File: config.mk
export PLATFORM = sky130hd
export DESIGN_NAME = dispatch_queue
export DESIGN_NICKNAME = d
export VERILOG_FILES = /design/src/rtl/dispatch_queue.sv
export SDC_FILE = /design/constraint.sdc
export NUM_CORES = 1
export LEC_CHECK = 0
export BUFFER_PORTS_ARGS = -buffer_cell sky130_fd_sc_hd__buf_4
export CAP_MARGIN = 20
export CORE_AREA = 2 2 363 365
export DETAILED_ROUTE_END_ITERATION = 12
export DIE_AREA = 0 0 365 367
export HOLD_SLACK_MARGIN = 0.08
export PLACE_DENSITY = 0.56
export SYNTH_ARGS = -nofsm -noshare
export SYNTH_HDL_FRONTEND = slang
export SYNTH_SLANG_ARGS = --single-unit
File: constraint.sdc
create_clock -name clk -period 4.61 [get_ports clk]
set_input_delay 0.461 -clock clk [delete_from_list [all_inputs] [get_ports clk]]
set_output_delay 0.461 -clock clk [all_outputs]
set_load 0.02 [all_outputs]
File: src/rtl/dispatch_queue.sv
// In-order dispatch buffer between rename and the RS/LSB, with CDB operand wakeup.
// Optional `DISPATCH_QUEUE_BYPASS_EN: an instruction reaching an empty queue issues directly.
module dispatch_queue #(
  parameter int DEPTH  = 4,
  parameter int DATA_W = 32,
  parameter int ROB_W  = 4,
  parameter int OP_W   = 6
) (
  input  logic                    clk,
  input  logic                    rst,
  input  logic                    rdy,
  input  logic                    flush,
  input  logic                    in_valid,
  output logic                    in_ready,
  input  logic                    in_is_lsb,
  input  logic [OP_W-1:0]         in_openum,
  input  logic [DATA_W-1:0]       in_V1,
  input  logic [DATA_W-1:0]       in_V2,
  input  logic [ROB_W-1:0]        in_Q1,
  input  logic [ROB_W-1:0]        in_Q2,
  input  logic [DATA_W-1:0]       in_imm,
  input  logic [DATA_W-1:0]       in_pc,
  input  logic [ROB_W-1:0]        in_rob_id,
  input  logic                    cdb0_valid,
  input  logic [ROB_W-1:0]        cdb0_rob_id,
  input  logic [DATA_W-1:0]       cdb0_result,
  input  logic                    cdb1_valid,
  input  logic [ROB_W-1:0]        cdb1_rob_id,
  input  logic [DATA_W-1:0]       cdb1_result,
  input  logic                    rs_full,
  input  logic                    lsb_full,
  output logic                    ena_to_rs,
  output logic                    ena_to_lsb,
  output logic [OP_W-1:0]         out_openum,
  output logic [DATA_W-1:0]       out_V1,
  output logic [DATA_W-1:0]       out_V2,
  output logic [DATA_W-1:0]       out_imm,
  output logic [DATA_W-1:0]       out_pc,
  output logic [ROB_W-1:0]        out_Q1,
  output logic [ROB_W-1:0]        out_Q2,
  output logic [ROB_W-1:0]        out_rob_id,
  output logic [$clog2(DEPTH):0]  count
);
  localparam int PTR_W = $clog2(DEPTH);
  localparam int CNT_W = PTR_W + 1;

  logic [PTR_W-1:0]  head_q, head_d, tail_q, tail_d;
  logic [CNT_W-1:0]  count_q, count_d;
  logic              enaRs_q, enaRs_d, enaLsb_q, enaLsb_d;

  logic              memIsLsb_q [DEPTH];
  logic [OP_W-1:0]   memOp_q    [DEPTH];
  logic [DATA_W-1:0] memV1_q    [DEPTH];
  logic [DATA_W-1:0] memV2_q    [DEPTH];
  logic [ROB_W-1:0]  memQ1_q    [DEPTH];
  logic [ROB_W-1:0]  memQ2_q    [DEPTH];
  logic [DATA_W-1:0] memImm_q   [DEPTH];
  logic [DATA_W-1:0] memPc_q    [DEPTH];
  logic [ROB_W-1:0]  memRob_q   [DEPTH];

  logic              doEnq, doDeq, doBypass, issue, issueIsLsb, headDstFull;
  logic [DATA_W-1:0] inV1, inV2, issueV1, issueV2;
  logic [ROB_W-1:0]  inQ1, inQ2, issueQ1, issueQ2;

  // Tag 0 means "ready", so it never matches a broadcast.
  function automatic logic hit0(input logic [ROB_W-1:0] tag);
    return cdb0_valid && (tag != '0) && (tag == cdb0_rob_id);
  endfunction

  function automatic logic hit1(input logic [ROB_W-1:0] tag);
    return cdb1_valid && (tag != '0) && (tag == cdb1_rob_id);
  endfunction

  function automatic logic [DATA_W-1:0] snoopV(input logic [ROB_W-1:0] tag,
                                               input logic [DATA_W-1:0] val);
    if (hit0(tag)) return cdb0_result;
    if (hit1(tag)) return cdb1_result;
    return val;
  endfunction

  function automatic logic [ROB_W-1:0] snoopQ(input logic [ROB_W-1:0] tag);
    return (hit0(tag) || hit1(tag)) ? '0 : tag;
  endfunction

  assign inV1 = snoopV(in_Q1, in_V1);
  assign inV2 = snoopV(in_Q2, in_V2);
  assign inQ1 = snoopQ(in_Q1);
  assign inQ2 = snoopQ(in_Q2);

  assign in_ready    = (count_q < CNT_W'(DEPTH));
  assign headDstFull = memIsLsb_q[head_q] ? lsb_full : rs_full;
  assign doDeq       = rdy && !flush && (count_q != '0) && !headDstFull;

`ifdef DISPATCH_QUEUE_BYPASS_EN
  logic inDstFull;
  assign inDstFull = in_is_lsb ? lsb_full : rs_full;
  assign doBypass  = rdy && !flush && in_valid && (count_q == '0) && !inDstFull;
`else
  assign doBypass  = 1'b0;
`endif

  assign doEnq      = rdy && !flush && in_valid && in_ready && !doBypass;
  assign issue      = doDeq || doBypass;
  assign issueIsLsb = doBypass ? in_is_lsb : memIsLsb_q[head_q];
  assign issueV1    = doBypass ? inV1 : snoopV(memQ1_q[head_q], memV1_q[head_q]);
  assign issueV2    = doBypass ? inV2 : snoopV(memQ2_q[head_q], memV2_q[head_q]);
  assign issueQ1    = doBypass ? inQ1 : snoopQ(memQ1_q[head_q]);
  assign issueQ2    = doBypass ? inQ2 : snoopQ(memQ2_q[head_q]);

  always_comb begin
    head_d   = head_q;
    tail_d   = tail_q;
    count_d  = count_q;
    enaRs_d  = enaRs_q;
    enaLsb_d = enaLsb_q;
    if (rdy) begin
      if (flush) begin
        head_d   = '0;
        tail_d   = '0;
        count_d  = '0;
        enaRs_d  = 1'b0;
        enaLsb_d = 1'b0;
      end else begin
        enaRs_d  = issue && !issueIsLsb;
        enaLsb_d = issue && issueIsLsb;
        if (doEnq) tail_d = tail_q + 1'b1;
        if (doDeq) head_d = head_q + 1'b1;
        count_d = count_q + CNT_W'(doEnq) - CNT_W'(doDeq);
      end
    end
  end

  always_ff @(posedge clk) begin
    if (rst) begin
      head_q     <= '0;
      tail_q     <= '0;
      count_q    <= '0;
      enaRs_q    <= 1'b0;
      enaLsb_q   <= 1'b0;
      out_openum <= '0;
      out_V1     <= '0;
      out_V2     <= '0;
      out_Q1     <= '0;
      out_Q2     <= '0;
      out_imm    <= '0;
      out_pc     <= '0;
      out_rob_id <= '0;
    end else begin
      head_q   <= head_d;
      tail_q   <= tail_d;
      count_q  <= count_d;
      enaRs_q  <= enaRs_d;
      enaLsb_q <= enaLsb_d;
      if (issue) begin
        out_openum <= doBypass ? in_openum : memOp_q[head_q];
        out_V1     <= issueV1;
        out_V2     <= issueV2;
        out_Q1     <= issueQ1;
        out_Q2     <= issueQ2;
        out_imm    <= doBypass ? in_imm : memImm_q[head_q];
        out_pc     <= doBypass ? in_pc : memPc_q[head_q];
        out_rob_id <= doBypass ? in_rob_id : memRob_q[head_q];
      end
    end
  end

  // Wakeup touches every slot; the enqueue write comes last so it owns the tail slot.
  always_ff @(posedge clk) begin
    if (!rst && rdy && !flush) begin
      for (int i = 0; i < DEPTH; i++) begin
        memV1_q[i] <= snoopV(memQ1_q[i], memV1_q[i]);
        memV2_q[i] <= snoopV(memQ2_q[i], memV2_q[i]);
        memQ1_q[i] <= snoopQ(memQ1_q[i]);
        memQ2_q[i] <= snoopQ(memQ2_q[i]);
      end
      if (doEnq) begin
        memIsLsb_q[tail_q] <= in_is_lsb;
        memOp_q[tail_q]    <= in_openum;
        memV1_q[tail_q]    <= inV1;
        memV2_q[tail_q]    <= inV2;
        memQ1_q[tail_q]    <= inQ1;
        memQ2_q[tail_q]    <= inQ2;
        memImm_q[tail_q]   <= in_imm;
        memPc_q[tail_q]    <= in_pc;
        memRob_q[tail_q]   <= in_rob_id;
      end
    end
  end

  assign ena_to_rs  = enaRs_q;
  assign ena_to_lsb = enaLsb_q;
  assign count      = count_q;

endmodule

==> load_flow_metrics.sql <==
INSERT INTO impl_metrics (metric_group, metric, value, unit) VALUES
('status', 'outcome', 'finished clean', ''),
('sta', 'timing_worst_slew_pin_value', '1170', 'ps'),
('finish', 'post_route_cells_drive_above_1_share', '0.263', ''),
('hold_path', 'worst_hold_path.endpoint', 'out_V1[11]', ''),
('synthesis', 'number_of_enable_type_register_cells_in_the_synthesized_netlist', '588', ''),
('run', 'cap_violations', '0', ''),
('hold_path', 'worstHoldPathType', 'in -> reg', ''),
('route', 'vias', '23800', ''),
('placed_design', 'gp_congestion', '0.789', ''),
('clock_tree', 'htreeDepth', '3', ''),
('sta', 'period_needed', '3360', 'ps'),
('global_route', 'globalRouteMet1Util', '0.227', ''),
('sta', 'finalCritPeriodShare', '0.729', ''),
('worst_setup_path', 'critical_path.max_stage_delay', '640', 'ps'),
('clock_tree', 'clock_tree.buffer_depth', '3', ''),
('hold_path', 'timing.hold.worst_path_depth', '3', ''),
('route', 'drt_pre_antenna_iters', '5', ''),
('synthesis', 'synthesis.nets', '2802', ''),
('sta', 'fin_worst_skew', '30.6', 'ps'),
('clock_tree', 'cts_post_setup_buffers_inserted', '0', ''),
('placed_design', 'place.detailed.hpwl', '73600', 'um'),
('clock_tree', 'clock-root-buffer', 'sky130_fd_sc_hd__clkbuf_16', ''),
('finish', 'area_growth_syn_to_layout', '24.1', '%'),
('worst_setup_path', 'required', '4950', 'ps'),
('worst_setup_path', 'worstSetupStartpointType', 'primary input', ''),
('clock_tree', 'clock_latency', '670', 'ps'),
('synthesis', 'yosysSeqAreaShare', '0.575', ''),
('global_route', 'first_global_vias', '24400', ''),
('die', 'chipWidth', '365', 'um'),
('sta', 'count_of_endpoints_failing_setup_in_the_final_report', '0', ''),
('placed_design', 'port_buffers', '379', ''),
('synthesis', 'synth.top_cells.by_area', 'sky130_fd_sc_hd__edfxtp_1, sky130_fd_sc_hd__mux2i_1, sky130_fd_sc_hd__mux4_2', ''),
('finish', 'num-nets-final', '3172', ''),
('sta', 'fmax', '297', 'MHz'),
('route', 'viasPerCell', '4.98', ''),
('global_route', 'grtUsageMet3', '0.0477', ''),
('die', 'boundaryPins', '380', ''),
('worst_setup_path', 'r2r_setup_slack', '1250', 'ps'),
('die', 'die_height', '367', 'um'),
('worst_setup_path', 'critical_path.reg2reg.endpoint', 'out_V2[9]', ''),
('clock_tree', 'cts_num_sinks', '745', ''),
('hold_path', 'hp-start', 'cdb0_result[11]', ''),
('worst_setup_path', 'worst_path_max_delay_cell', 'sky130_fd_sc_hd__nand2_2', ''),
('worst_setup_path', 'depth_of_the_worst_register_to_register_path', '7', ''),
('worst_setup_path', 'worst_path_most_repeated_cell', 'sky130_fd_sc_hd__buf_4', ''),
('clock_tree', 'numCtsBuffers', '88', ''),
('global_route', 'largest_net_degree_at_the_start_of_global_routing', '81', ''),
('global_route', 'grt_overflow_total', '0', ''),
('synthesis', 'syn_area_per_cell', '14.1', 'sq um'),
('pwr', 'power.leakage', '18.9', 'nW'),
('synthesis', 'synthDominantAreaCellType', 'sky130_fd_sc_hd__edfxtp_1', ''),
('die', 'fp.coreArea', '130000', 'sq um'),
('die', 'core.rowCount', '133', ''),
('placed_design', 'area_after_detailed_placement', '41200', 'sq um'),
('synthesis', 'synth.yosys.warnings', '0', ''),
('route', 'drtIter0Drc', '1937', ''),
('worst_setup_path', 'critPathMaxFanout', '23', ''),
('global_route', 'antenna_violations_before_repair', '23', ''),
('worst_setup_path', 'nature_of_the_critical_path_endpoint', 'flop', ''),
('synthesis', 'synthArstFlopShare', '0', ''),
('global_route', 'gr-max-usage-layer', 'met2', ''),
('sta', 'timing.setup.tns', '0', 'ps'),
('synthesis', 'synth_flop_cell', 'sky130_fd_sc_hd__edfxtp_1', ''),
('worst_setup_path', 'crit_chain', 'dlygate4sd3_1 > buf_4 > nor2b_1 > nand2b_1 > buf_4 > nor2_1 > nand2_4 > nand2_2 > buf_12', ''),
('route', 'detail-route-antenna-nets', '0', ''),
('clock_tree', 'tritoncts_clock_tree', 'built', ''),
('finish', 'final_instance_area', '44800', 'sq um'),
('finish', 'mostFrequentLayoutCells', 'sky130_fd_sc_hd__mux2i_1, sky130_fd_sc_hd__edfxtp_1, sky130_fd_sc_hd__buf_4, sky130_fd_sc_hd__nand2_1, sky130_fd_sc_hd__dfxtp_1', ''),
('sta', 'slew_viol_final', '0', ''),
('synthesis', 'ys_ff_latch', '745', ''),
('sta', 'final_hold_viols', '0', '');
## cells in the mapped netlist, types with 24 or more instances
cell type	instances
sky130_fd_sc_hd__mux2i_1	641
sky130_fd_sc_hd__edfxtp_1	588
sky130_fd_sc_hd__nand2_1	230
sky130_fd_sc_hd__clkbuf_1	168
sky130_fd_sc_hd__dfxtp_1	157
sky130_fd_sc_hd__mux4_2	147
sky130_fd_sc_hd__a21oi_1	100
sky130_fd_sc_hd__nor2_1	65
sky130_fd_sc_hd__xnor2_1	49
sky130_fd_sc_hd__buf_1	39
sky130_fd_sc_hd__a22oi_1	36
sky130_fd_sc_hd__o21ai_1	35
sky130_fd_sc_hd__mux2_1	34
sky130_fd_sc_hd__o211ai_1	33
sky130_fd_sc_hd__nand3_1	32
sky130_fd_sc_hd__buf_2	30
sky130_fd_sc_hd__mux2_2	30
sky130_fd_sc_hd__xor2_1	26
sky130_fd_sc_hd__nor3_1	24
## critical path: cells and delay by family
kind          cells  cell delay, ps
simple gates      5            2010
buf+inv           4            1200
## area by class of cell
cell class | instances | area, sq um
tap | 1755 | 2200
sequential | 745 | 20800
fill | 12800 | 85600
clock inverter | 45 | 488
inverter | 17 | 72.6
antenna | 5 | 12.5
multi-input combinational | 1568 | 14600
timing repair buffer | 518 | 4270
clock buffer | 120 | 2420
## logic make-up after synthesis
group / count (synthesis) / share of synthesized area
compound gates: 228 / 0.0386
xor+xnor: 75 / 0.0182
fa+ha+maj: 6 / 0.00228
buf+inv: 255 / 0.0276
flops: 745 / 0.575
mux: 852 / 0.289
simple gates: 407 / 0.0489
## how the worst max path moves through the flow
stage / cells past startpoint / from / endpoint
4_1_cts: 7 / flop / out_V2[10]
6_report: 9 / rdy / memV2_q[2][7]
5_1_grt: 11 / flop / count[2]
2_1_floorplan: 9 / rst / memV1_q[0][0]
3_3_place_gp: 11 / flop / count[2]
3_5_place_dp: 8 / rdy / memV2_q[2][8]
## layer usage
layer	up-vias	wire length, um
met3	208	8950
li1	10500	-
met2	724	54400
met4	38	3410
met1	12200	50100
met5	-	216
## through the flow
step                instances  utilization  hold slack, ps  setup WS (ps)  total power [mW]
finish                   4773        0.344             135           1250              15.3
global route             4771        0.344             118           1040              15.8
floorplan                2568            -             466           50.7              7.92
global placement         4526        0.315             444           1130              8.32
CTS                      4768        0.344            87.1           1220              15.5
detailed placement       4526        0.315             448           1170              8.33
## what timing repair did
action                                 CTS  global route
resized for setup                        0             0
endpoints found under the hold margin  304             0
hold buffers                            77             0
## state kept, by name (all words and copies together) (netlist names), named ones only
signal,count
out_Q1,4
head_q,2
out_Q2,4
memIsLsb_q,4
memRob_q,16
count,3
out_V2,32
out_imm,32
memV1_q,128
tail_q,2
memImm_q,128
memPc_q,128
out_rob_id,4
memOp_q,24
out_V1,32
memQ2_q,16
out_pc,32
ena_to_lsb,1
memQ1_q,16
ena_to_rs,1
memV2_q,128
out_openum,6
## power by group
group | internal [mW] | switching [mW]
registers | 7.28 | 0.0127
logic | 0.414 | 0.542
clock network | 4.11 | 2.95
total | 11.8 | 3.51
No activity file was read; power rests on OpenSTA's default activity.
